## config.mk

```make
export PLATFORM = sky130hd
export DESIGN_NAME = fpu_issue_arbiter
export DESIGN_NICKNAME = d
export VERILOG_FILES = /design/src/rtl/float_types_pkg.sv /design/src/rtl/fpu_tag_pipe.sv /design/src/rtl/fpu_issue_arbiter.sv
export SDC_FILE = /design/constraint.sdc
export NUM_CORES = 1
export LEC_CHECK = 0
export CAP_MARGIN = 5
export CORE_ASPECT_RATIO = 2
export CORE_UTILIZATION = 39
export CTS_CLUSTER_DIAMETER = 150
export CTS_CLUSTER_SIZE = 24
export DETAILED_ROUTE_END_ITERATION = 12
export PLACE_DENSITY = 0.89
export SYNTH_ARGS = -nofsm -noshare
export SYNTH_HDL_FRONTEND = slang
export SYNTH_SLANG_ARGS = --single-unit
```

## constraint.sdc

```tcl
create_clock -name clk_i -period 3.2 [get_ports clk_i]
set_input_delay 0.32 -clock clk_i [delete_from_list [all_inputs] [get_ports clk_i]]
set_output_delay 0.32 -clock clk_i [all_outputs]
set_load 0.01 [all_outputs]
```

## src/rtl/float_types_pkg.sv

```systemverilog
// Shared floating-point operand type plus the requester-id and tag-entry types
// used by the FPU issue arbiter and its tag pipe.
package float_types_pkg;

    typedef struct packed {
        logic        sign;
        logic [7:0]  exponent;
        logic [22:0] mantissa;
    } float_point_num;

    typedef logic req_id_t;

    typedef struct packed {
        logic    valid;
        req_id_t id;
    } tag_entry_t;

endpackage

```

## src/rtl/fpu_tag_pipe.sv

```systemverilog
// Fixed-depth shift register of {valid, id} tags that tracks operations through
// the pipelined FPU; the head lines up with the FPU result strobe.
module fpu_tag_pipe
    import float_types_pkg::*;
#(
    parameter int unsigned LATENCY = 4
) (
    input  logic       clk_i,
    input  logic       rst_ni,
    input  tag_entry_t entry_i,
    output tag_entry_t head_o
);

    tag_entry_t stage_q [LATENCY];

    // Shifts every cycle: the FPU never stalls, so the tag must too.
    always_ff @(posedge clk_i or negedge rst_ni) begin
        if (!rst_ni) begin
            for (int i = 0; i < LATENCY; i++) begin
                stage_q[i] <= '0;
            end
        end else begin
            stage_q[0] <= entry_i;
            for (int i = 1; i < LATENCY; i++) begin
                stage_q[i] <= stage_q[i-1];
            end
        end
    end

    assign head_o = stage_q[LATENCY-1];

endmodule

```

## src/rtl/fpu_issue_arbiter.sv

```systemverilog
// Two-requester round-robin issue arbiter in front of a fixed-latency pipelined FPU.
// Define FPU_ISSUE_ARB_PERF_EN to add saturating per-requester grant counters.
module fpu_issue_arbiter
    import float_types_pkg::*;
#(
    parameter int unsigned LATENCY = 4,
    parameter int unsigned MAX_OUT = 4
) (
    input  logic                 clk_i,
    input  logic                 rst_ni,
    input  logic [1:0]           req_valid_i,
    output logic [1:0]           req_ready_o,
    input  float_point_num [1:0] req_a_i,
    input  float_point_num [1:0] req_b_i,
    output logic                 fpu_valid_o,
    output float_point_num       fpu_a_o,
    output float_point_num       fpu_b_o,
    input  logic                 fpu_valid_i,
    input  float_point_num       fpu_res_i,
    output logic [1:0]           rsp_valid_o,
    output float_point_num       rsp_res_o,
    output logic                 busy_o,
    output logic                 err_o
`ifdef FPU_ISSUE_ARB_PERF_EN
    ,
    output logic [1:0][15:0]     perf_grant_o
`endif
);

    localparam logic [3:0] CNT_LIMIT = 4'(MAX_OUT);

    logic [1:0][3:0] out_cnt;
    req_id_t         rr_ptr;
    req_id_t         grant_id;
    req_id_t         issue_id;
    logic [1:0]      eligible;
    logic            handshake;
    logic            rsp_ok;
    tag_entry_t      head;

    always_comb begin
        for (int i = 0; i < 2; i++) begin
            eligible[i] = req_valid_i[i] && (out_cnt[i] < CNT_LIMIT);
        end
    end

    always_comb begin
        grant_id    = rr_ptr;
        req_ready_o = '0;
        case (eligible)
            2'b01:   grant_id = 1'b0;
            2'b10:   grant_id = 1'b1;
            default: grant_id = rr_ptr;
        endcase
        handshake = |eligible;
        if (handshake) begin
            req_ready_o[grant_id] = 1'b1;
        end
    end

    always_ff @(posedge clk_i or negedge rst_ni) begin
        if (!rst_ni) begin
            fpu_valid_o <= 1'b0;
            fpu_a_o     <= '0;
            fpu_b_o     <= '0;
            issue_id    <= '0;
            rr_ptr      <= '0;
        end else begin
            fpu_valid_o <= handshake;
            if (handshake) begin
                fpu_a_o  <= req_a_i[grant_id];
                fpu_b_o  <= req_b_i[grant_id];
                issue_id <= grant_id;
                rr_ptr   <= ~grant_id;
            end
        end
    end

    fpu_tag_pipe #(
        .LATENCY (LATENCY)
    ) u_tag_pipe (
        .clk_i   (clk_i),
        .rst_ni  (rst_ni),
        .entry_i ('{valid: fpu_valid_o, id: issue_id}),
        .head_o  (head)
    );

    assign rsp_ok = fpu_valid_i && head.valid;

    // A result without a tag, or a tag without a result, means the FPU and the
    // tag pipe have lost lockstep; nothing after that can be trusted.
    always_ff @(posedge clk_i or negedge rst_ni) begin
        if (!rst_ni) begin
            rsp_valid_o <= '0;
            rsp_res_o   <= '0;
            err_o       <= 1'b0;
        end else begin
            rsp_valid_o <= '0;
            if (rsp_ok) begin
                rsp_valid_o[head.id] <= 1'b1;
                rsp_res_o            <= fpu_res_i;
            end
            if (fpu_valid_i != head.valid) begin
                err_o <= 1'b1;
            end
        end
    end

    always_ff @(posedge clk_i or negedge rst_ni) begin
        if (!rst_ni) begin
            out_cnt <= '0;
        end else begin
            for (int i = 0; i < 2; i++) begin
                if (req_ready_o[i] && !rsp_valid_o[i] && out_cnt[i] != 4'hF) begin
                    out_cnt[i] <= out_cnt[i] + 4'd1;
                end else if (rsp_valid_o[i] && !req_ready_o[i] && out_cnt[i] != 4'h0) begin
                    out_cnt[i] <= out_cnt[i] - 4'd1;
                end
            end
        end
    end

    assign busy_o = (out_cnt[0] != 4'h0) || (out_cnt[1] != 4'h0);

`ifdef FPU_ISSUE_ARB_PERF_EN
    always_ff @(posedge clk_i or negedge rst_ni) begin
        if (!rst_ni) begin
            perf_grant_o <= '0;
        end else begin
            for (int i = 0; i < 2; i++) begin
                if (req_ready_o[i] && perf_grant_o[i] != 16'hFFFF) begin
                    perf_grant_o[i] <= perf_grant_o[i] + 16'd1;
                end
            end
        end
    end
`endif

endmodule
```

Yosys cells after proc, flatten, opt, wreduce, memory -nomap -nowiden
Index checks and enable logic that the tools add are counted.
{"block": "classes", "add_sub_neg": 4, "magnitude_cmp": 6, "n_eq_ne": 5, "n_mux": 15, "n_bitwise": 1, "n_reduce_logical": 23}
{"op": "$mux W32", "count": 4}
{"op": "$mux W4", "count": 4}
{"op": "$logic_and A1 B1 Y1", "count": 13}
{"op": "$add A4 B1 Y4 const B", "count": 2}
{"op": "$lt A4 B3 Y1 const B", "count": 2}
{"op": "$ne A4 B4 Y1 const B", "count": 2}
{"op": "$reduce_bool A4 Y1", "count": 2}
{"op": "$sub A4 B1 Y4 const B", "count": 2}
{"op": "$logic_not A1 Y1", "count": 4}
{"op": "$lt A1 B2 Y1 const B", "count": 2}
{"op": "$mux W2", "count": 2}
{"op": "$reduce_bool A2 Y1", "count": 2}
{"op": "$demux W1 S1", "count": 2}
{"op": "$eq A2 B1 Y1 const B", "count": 1}
{"op": "$eq A2 B2 Y1 const B", "count": 1}
{"op": "$ge A1 B1 Y1 const B", "count": 2}
{"op": "$mux W1", "count": 2}
{"op": "$pmux W1 S2", "count": 1}
{"op": "$reduce_or A2 Y1", "count": 1}
{"op": "$logic_or A1 B1 Y1", "count": 1}
{"op": "$ne A1 B1 Y1", "count": 1}
{"op": "$not A1 Y1", "count": 1}
{"block": "totals", "reg_bits": 118, "input_bits": 165, "output_inout_bits": 103, "elab_cells": 78}

Depth between registers and ports, before layout
{"block": "depth", "ltp_word": 14, "mapped_depth": 12}

By module
A second synthesis with hierarchy kept.
{"block": "unflattened", "hier_cells": 363, "area_unflattened_um2": 4834.6}
{"mod": "fpu_issue_arbiter", "n_inst": 1, "cells_per_inst": 353, "area_per_inst_um2": 4619.4, "seq_area_each_um2": 2752.6}
{"mod": "fpu_tag_pipe", "n_inst": 1, "cells_per_inst": 10, "area_per_inst_um2": 215.2, "seq_area_each_um2": 200.2}

Worst setup path after synthesis
Ideal clock, no wire load.
{"block": "synth_path", "kind": "register -> register", "startpoint": "register out_cnt[2] in the netlist's numbering", "endpoint": "register out_cnt[7] in the netlist's numbering", "setup_ns": 0.080, "t_arrival_ns": 2.448, "required_ns": 3.120, "path_slack_ns": 0.672, "stages_incl_launch_ff": 12, "path_buffers": 0, "period_less_slack_ns": 2.528, "path_cell_list": "dfrtp_1 nor2_1 nand2_1 ha_1 mux2i_1 nor3_1 inv_1 ha_1 a21o_1 a21oi_1 mux2i_1 xnor2_1"}
{"block": "synth_via", "elab_chain_cells": 13}
{"item": "start: declaration", "line": "fpu_issue_arbiter.sv:32", "source": "logic [1:0][3:0] out_cnt;"}
{"item": "start signal: indexed assignment", "line": "fpu_issue_arbiter.sv:115", "source": "out_cnt[i] <= out_cnt[i] + 4'd1;"}
{"item": "start signal: indexed assignment", "line": "fpu_issue_arbiter.sv:117", "source": "out_cnt[i] <= out_cnt[i] - 4'd1;"}
{"item": "$lt A4 B3 Y1 *", "line": "fpu_issue_arbiter.sv:43", "source": "eligible[i] = req_valid_i[i] && (out_cnt[i] < CNT_LIMIT);"}
{"item": "$logic_and A1 B1 Y1 *", "line": "fpu_issue_arbiter.sv:43"}
{"item": "$eq A2 B2 Y1 / $eq A2 B1 Y1 (equally long branches)", "line": "fpu_issue_arbiter.sv:50", "source": "case (eligible)"}
{"item": "$pmux W1 S2", "line": "fpu_issue_arbiter.sv:50"}
{"item": "$lt A1 B2 Y1 (implied by the code) / $ge A1 B1 Y1 (equally long branches)", "line": "fpu_issue_arbiter.sv:57", "source": "req_ready_o[grant_id] = 1'b1;"}
{"item": "$logic_and A1 B1 Y1 (implied by the code)", "line": "fpu_issue_arbiter.sv:57"}
{"item": "$mux W1 (implied by the code)", "line": "fpu_issue_arbiter.sv:57"}
{"item": "$demux W1 S1", "line": "fpu_issue_arbiter.sv:57"}
{"item": "$mux W2 *", "line": "fpu_issue_arbiter.sv:56", "source": "if (handshake) begin"}
{"item": "$logic_not A1 Y1", "line": "fpu_issue_arbiter.sv:116", "source": "end else if (rsp_valid_o[i] && !req_ready_o[i] && out_cnt[i] != 4'h0) begin"}
{"item": "$logic_and A1 B1 Y1 (2 in a row)", "line": "fpu_issue_arbiter.sv:116"}
{"item": "$reduce_bool A2 Y1 (no source line)"}
Every way passes the cells marked *; elsewhere a longest branch is shown, timed or not.
A chain may end at the register's enable or synchronous reset.

Final worst setup path
{"block": "layout_path", "startpoint": "register out_cnt[7] in the netlist's numbering", "endpoint": "register out_cnt[3] in the netlist's numbering"}
Same word-level chain as after synthesis.

==> load_flow_metrics.sql <==
INSERT INTO impl_metrics (metric_group, metric, value, unit) VALUES
('yosys', 'ys_ff_latch', '118', ''),
('finish', 'final_core_utilization', '67.6', '%'),
('cts', 'clock_sinks', '118', ''),
('global_routing', 'grt_pass1_wl', '22.0', 'mm'),
('global_routing', 'grt_antenna_before_repair', '0', ''),
('finish', 'layout_commonest_cell', 'sky130_fd_sc_hd__clkdlybuf4s50_1', ''),
('placement', 'place_ws', '0.00707', 'ns'),
('power', 'power_density', '449', 'nW/µm²'),
('power', 'power_share_of_the_sequential_group', '40.5', '%'),
('yosys', 'ys_seq_area_share', '61.3', '%'),
('cts', 'cts.hold.buffers_added', '0', ''),
('detailed_routing', 'drt_pre_antenna_iters', '11', ''),
('worst_setup_path', 'worst-endpoint-required', '3.52', 'ns'),
('finish', 'final_nets', '801', ''),
('min_path', 'holdCritPathClass', 'input pin to asynchronous set/reset pin', ''),
('power', 'power.combinational.fraction', '6.4', '%'),
('placement', 'place.port_buffers', '267', ''),
('cts', 'h-tree-depth', '4', ''),
('power', 'power.share.switching', '20.9', '%'),
('floorplan', 'boundaryPins', '268', ''),
('placement', 'gpl.final_weighted_congestion', '0.802', ''),
('global_routing', 'grt_pass1_vias', '4565', ''),
('power', 'power.switching', '0.768', 'mW'),
('sta', 'final.setup.worst_slack', '0.195', 'ns'),
('yosys', 'synth.cell_area', '4820', 'µm²'),
('cts', 'clock_tree_from_tritoncts', 'built', ''),
('finish', 'finish.cell_count_without_fillers', '787', ''),
('power', 'vdd.ir_drop.worst', '0.445', 'mV'),
('global_routing', 'grt_max_degree', '66', ''),
('flow_run', 'drv.max_cap_violation_count', '0', ''),
('sta', 'final.hold.worst_slack', '0.00445', 'ns'),
('worst_setup_path', 'critPathLaunchType', 'flip-flop', ''),
('yosys', 'avgSynthCellArea', '13.4', 'µm²'),
('yosys', 'ys_async_sr_fraction', '100', '%'),
('sta', 'setup_tns', '0', 'ns'),
('sta', 'timing_hold_violations_final', '0', ''),
('cts', 'cts.clk_slew.worst_paths', '0.06', 'ns'),
('power', 'internal-power', '2.91', 'mW'),
('sta', 'setup_viol', '0', ''),
('detailed_routing', 'wl_per_cell', '17.8', 'µm'),
('sta', 'final_max_slew_viol_count', '0', ''),
('placement', 'numPlacedInstances', '755', ''),
('detailed_routing', 'post-route-drc-count', '0', ''),
('yosys', 'synth_edf_count', '0', ''),
('global_routing', 'globalRouteOverflowTotal', '0', ''),
('placement', 'postPlaceCellArea', '7580', 'µm²'),
('worst_setup_path', 'r2r_setup_slack', '0.20', 'ns'),
('sta', 'slew-limit-headroom', '47.8', '%'),
('cts', 'cts_root_buf', 'sky130_fd_sc_hd__clkbuf_16', ''),
('worst_setup_path', 'slowest_stage', 'sky130_fd_sc_hd__dfrtp_1', ''),
('yosys', 'synth-warning-count', '0', ''),
('worst_setup_path', 'arrival', '3.32', 'ns'),
('run_status', 'status', 'finished clean', ''),
('detailed_routing', 'detail_route.wirelength', '14.0', 'mm'),
('finish', 'n_antenna_cell', '0', ''),
('finish', 'post_route_cell_area', '8190', 'µm²'),
('floorplan', 'core', '12100', 'µm²'),
('floorplan', 'std_cell_rows', '57', ''),
('finish', 'layout.cells.most_common_list', '266 x sky130_fd_sc_hd__clkdlybuf4s50_1, 118 x sky130_fd_sc_hd__dfrtp_1, 72 x sky130_fd_sc_hd__inv_1, 64 x sky130_fd_sc_hd__a222oi_1, 36 x sky130_fd_sc_hd__mux2_2', ''),
('power', 'clock_power_share', '53.1', '%'),
('yosys', 'mappedNetlistNets', '535', ''),
('detailed_routing', 'drt.antenna.violating_nets', '0', ''),
('floorplan', 'die_h', '159', 'µm'),
('sta', 'grt_setup_unrepaired', 'false', ''),
('cts', 'postCtsSetupRepairBufs', '0', ''),
('sta', 'fin_crit', '3.00', 'ns'),
('sta', 'timing.final.crit_share', '93.9', '%'),
('yosys', 'synth_cells', '361', ''),
('finish', 'ff_latch_area', '2950', 'µm²'),
('worst_setup_path', 'worstPathMaxFanout', '4', ''),
('worst_setup_path', 'crit_path_frequent_cell', 'sky130_fd_sc_hd__mux2i_1', '');
## per-layer routing
metal / global-route usage [%] / up-vias / wire, µm
met5: 0 / - / 0
met4: 11.9 / 0 / 580
met3: 6.59 / 43 / 1120
met2: 40.9 / 249 / 7720
met1: 22.4 / 2055 / 4620
li1: - / 1864 / -
## final cells by class
| type | count | area share [%] |
|---|---|---|
| clock buffers | 17 | 5.19 |
| multi-input cells | 145 | 17.6 |
| clock inverters | 15 | 2.35 |
| inverters | 72 | 3.30 |
| well taps | 147 | 2.24 |
| flip-flops and latches | 118 | 36.0 |
| repair buffers | 273 | 33.3 |
## Yosys cell counts (3+ instances only)
cell type / instances / area, µm²
sky130_fd_sc_hd__inv_1: 72 / 270
sky130_fd_sc_hd__clkbuf_1: 9 / 33.8
sky130_fd_sc_hd__dfrtp_1: 118 / 2950
sky130_fd_sc_hd__buf_2: 6 / 30.0
sky130_fd_sc_hd__nor2_1: 5 / 18.8
sky130_fd_sc_hd__a222oi_1: 64 / 641
sky130_fd_sc_hd__mux2i_1: 3 / 30.0
sky130_fd_sc_hd__ha_1: 7 / 87.6
sky130_fd_sc_hd__buf_6: 8 / 90.1
sky130_fd_sc_hd__a21oi_1: 4 / 20.0
sky130_fd_sc_hd__xnor2_1: 4 / 35.0
sky130_fd_sc_hd__nand2_1: 3 / 11.3
sky130_fd_sc_hd__mux2_2: 36 / 405
## power by group through the flow
stage	registers (mW)	clock network, mW	logic (mW)
after floorplan	1.52	0	0.000528
after global placement	1.52	0	0.232
after detailed placement	1.52	0	0.236
after CTS	1.49	2.00	0.238
after global routing	1.49	2.07	0.253
final	1.49	1.95	0.235
## flip-flops by register name, indices dropped and copies added, names as in the netlist
| signal | cells |
|---|---|
| err_o | 1 |
| fpu_a_o | 32 |
| fpu_b_o | 32 |
| fpu_valid_o | 1 |
| issue_id | 1 |
| out_cnt | 8 |
| rr_ptr | 1 |
| rsp_res_o | 32 |
| rsp_valid_o | 2 |
| u_tag_pipe.head_o | 2 |
| u_tag_pipe.stage_q | 6 |
## worst max-delay path, delay by kind of cell, from the launching register on
family,cells,cell delay (ns)
adders and majority gates,2,0.67
DFF,1,0.42
AOI/OAI and AO/OA,2,0.38
muxes,2,0.68
xor gates and xnor gates,1,0.14
and+or+nand+nor,3,0.54
buffers and inverters,1,0.10
## logic make-up (layout without fill, tap and decap cells)
logic type,Yosys count,after routing,synth area share (%)
flops,118,118,61.3
compound gates,74,74,14.8
mux,40,40,9.35
simple gates,16,16,1.64
buf+inv,98,377,9.19
xor+xnor,6,6,1.09
fa+ha+maj,9,9,2.65
## worst paths after layout
| path | end | from |
|---|---|---|
| max in group asynchronous | fpu_a_o[1]$_DFFE_PN0N_ | rst_ni |
| hold / removal | err_o$_DFFE_PN0P_ | rst_ni |
| setup reg to reg | out_cnt[3]$_DFFE_PN0P_ | out_cnt[7]$_DFFE_PN0P_ |
| setup / recovery | out_cnt[3]$_DFFE_PN0P_ | out_cnt[7]$_DFFE_PN0P_ |
| min in group clk_i | u_tag_pipe.stage_q[3]$_DFF_PN0_ | u_tag_pipe.stage_q[5]$_DFF_PN0_ |
| hold reg to reg | u_tag_pipe.stage_q[3]$_DFF_PN0_ | u_tag_pipe.stage_q[5]$_DFF_PN0_ |
No activity file was read; power rests on OpenSTA's default activity.
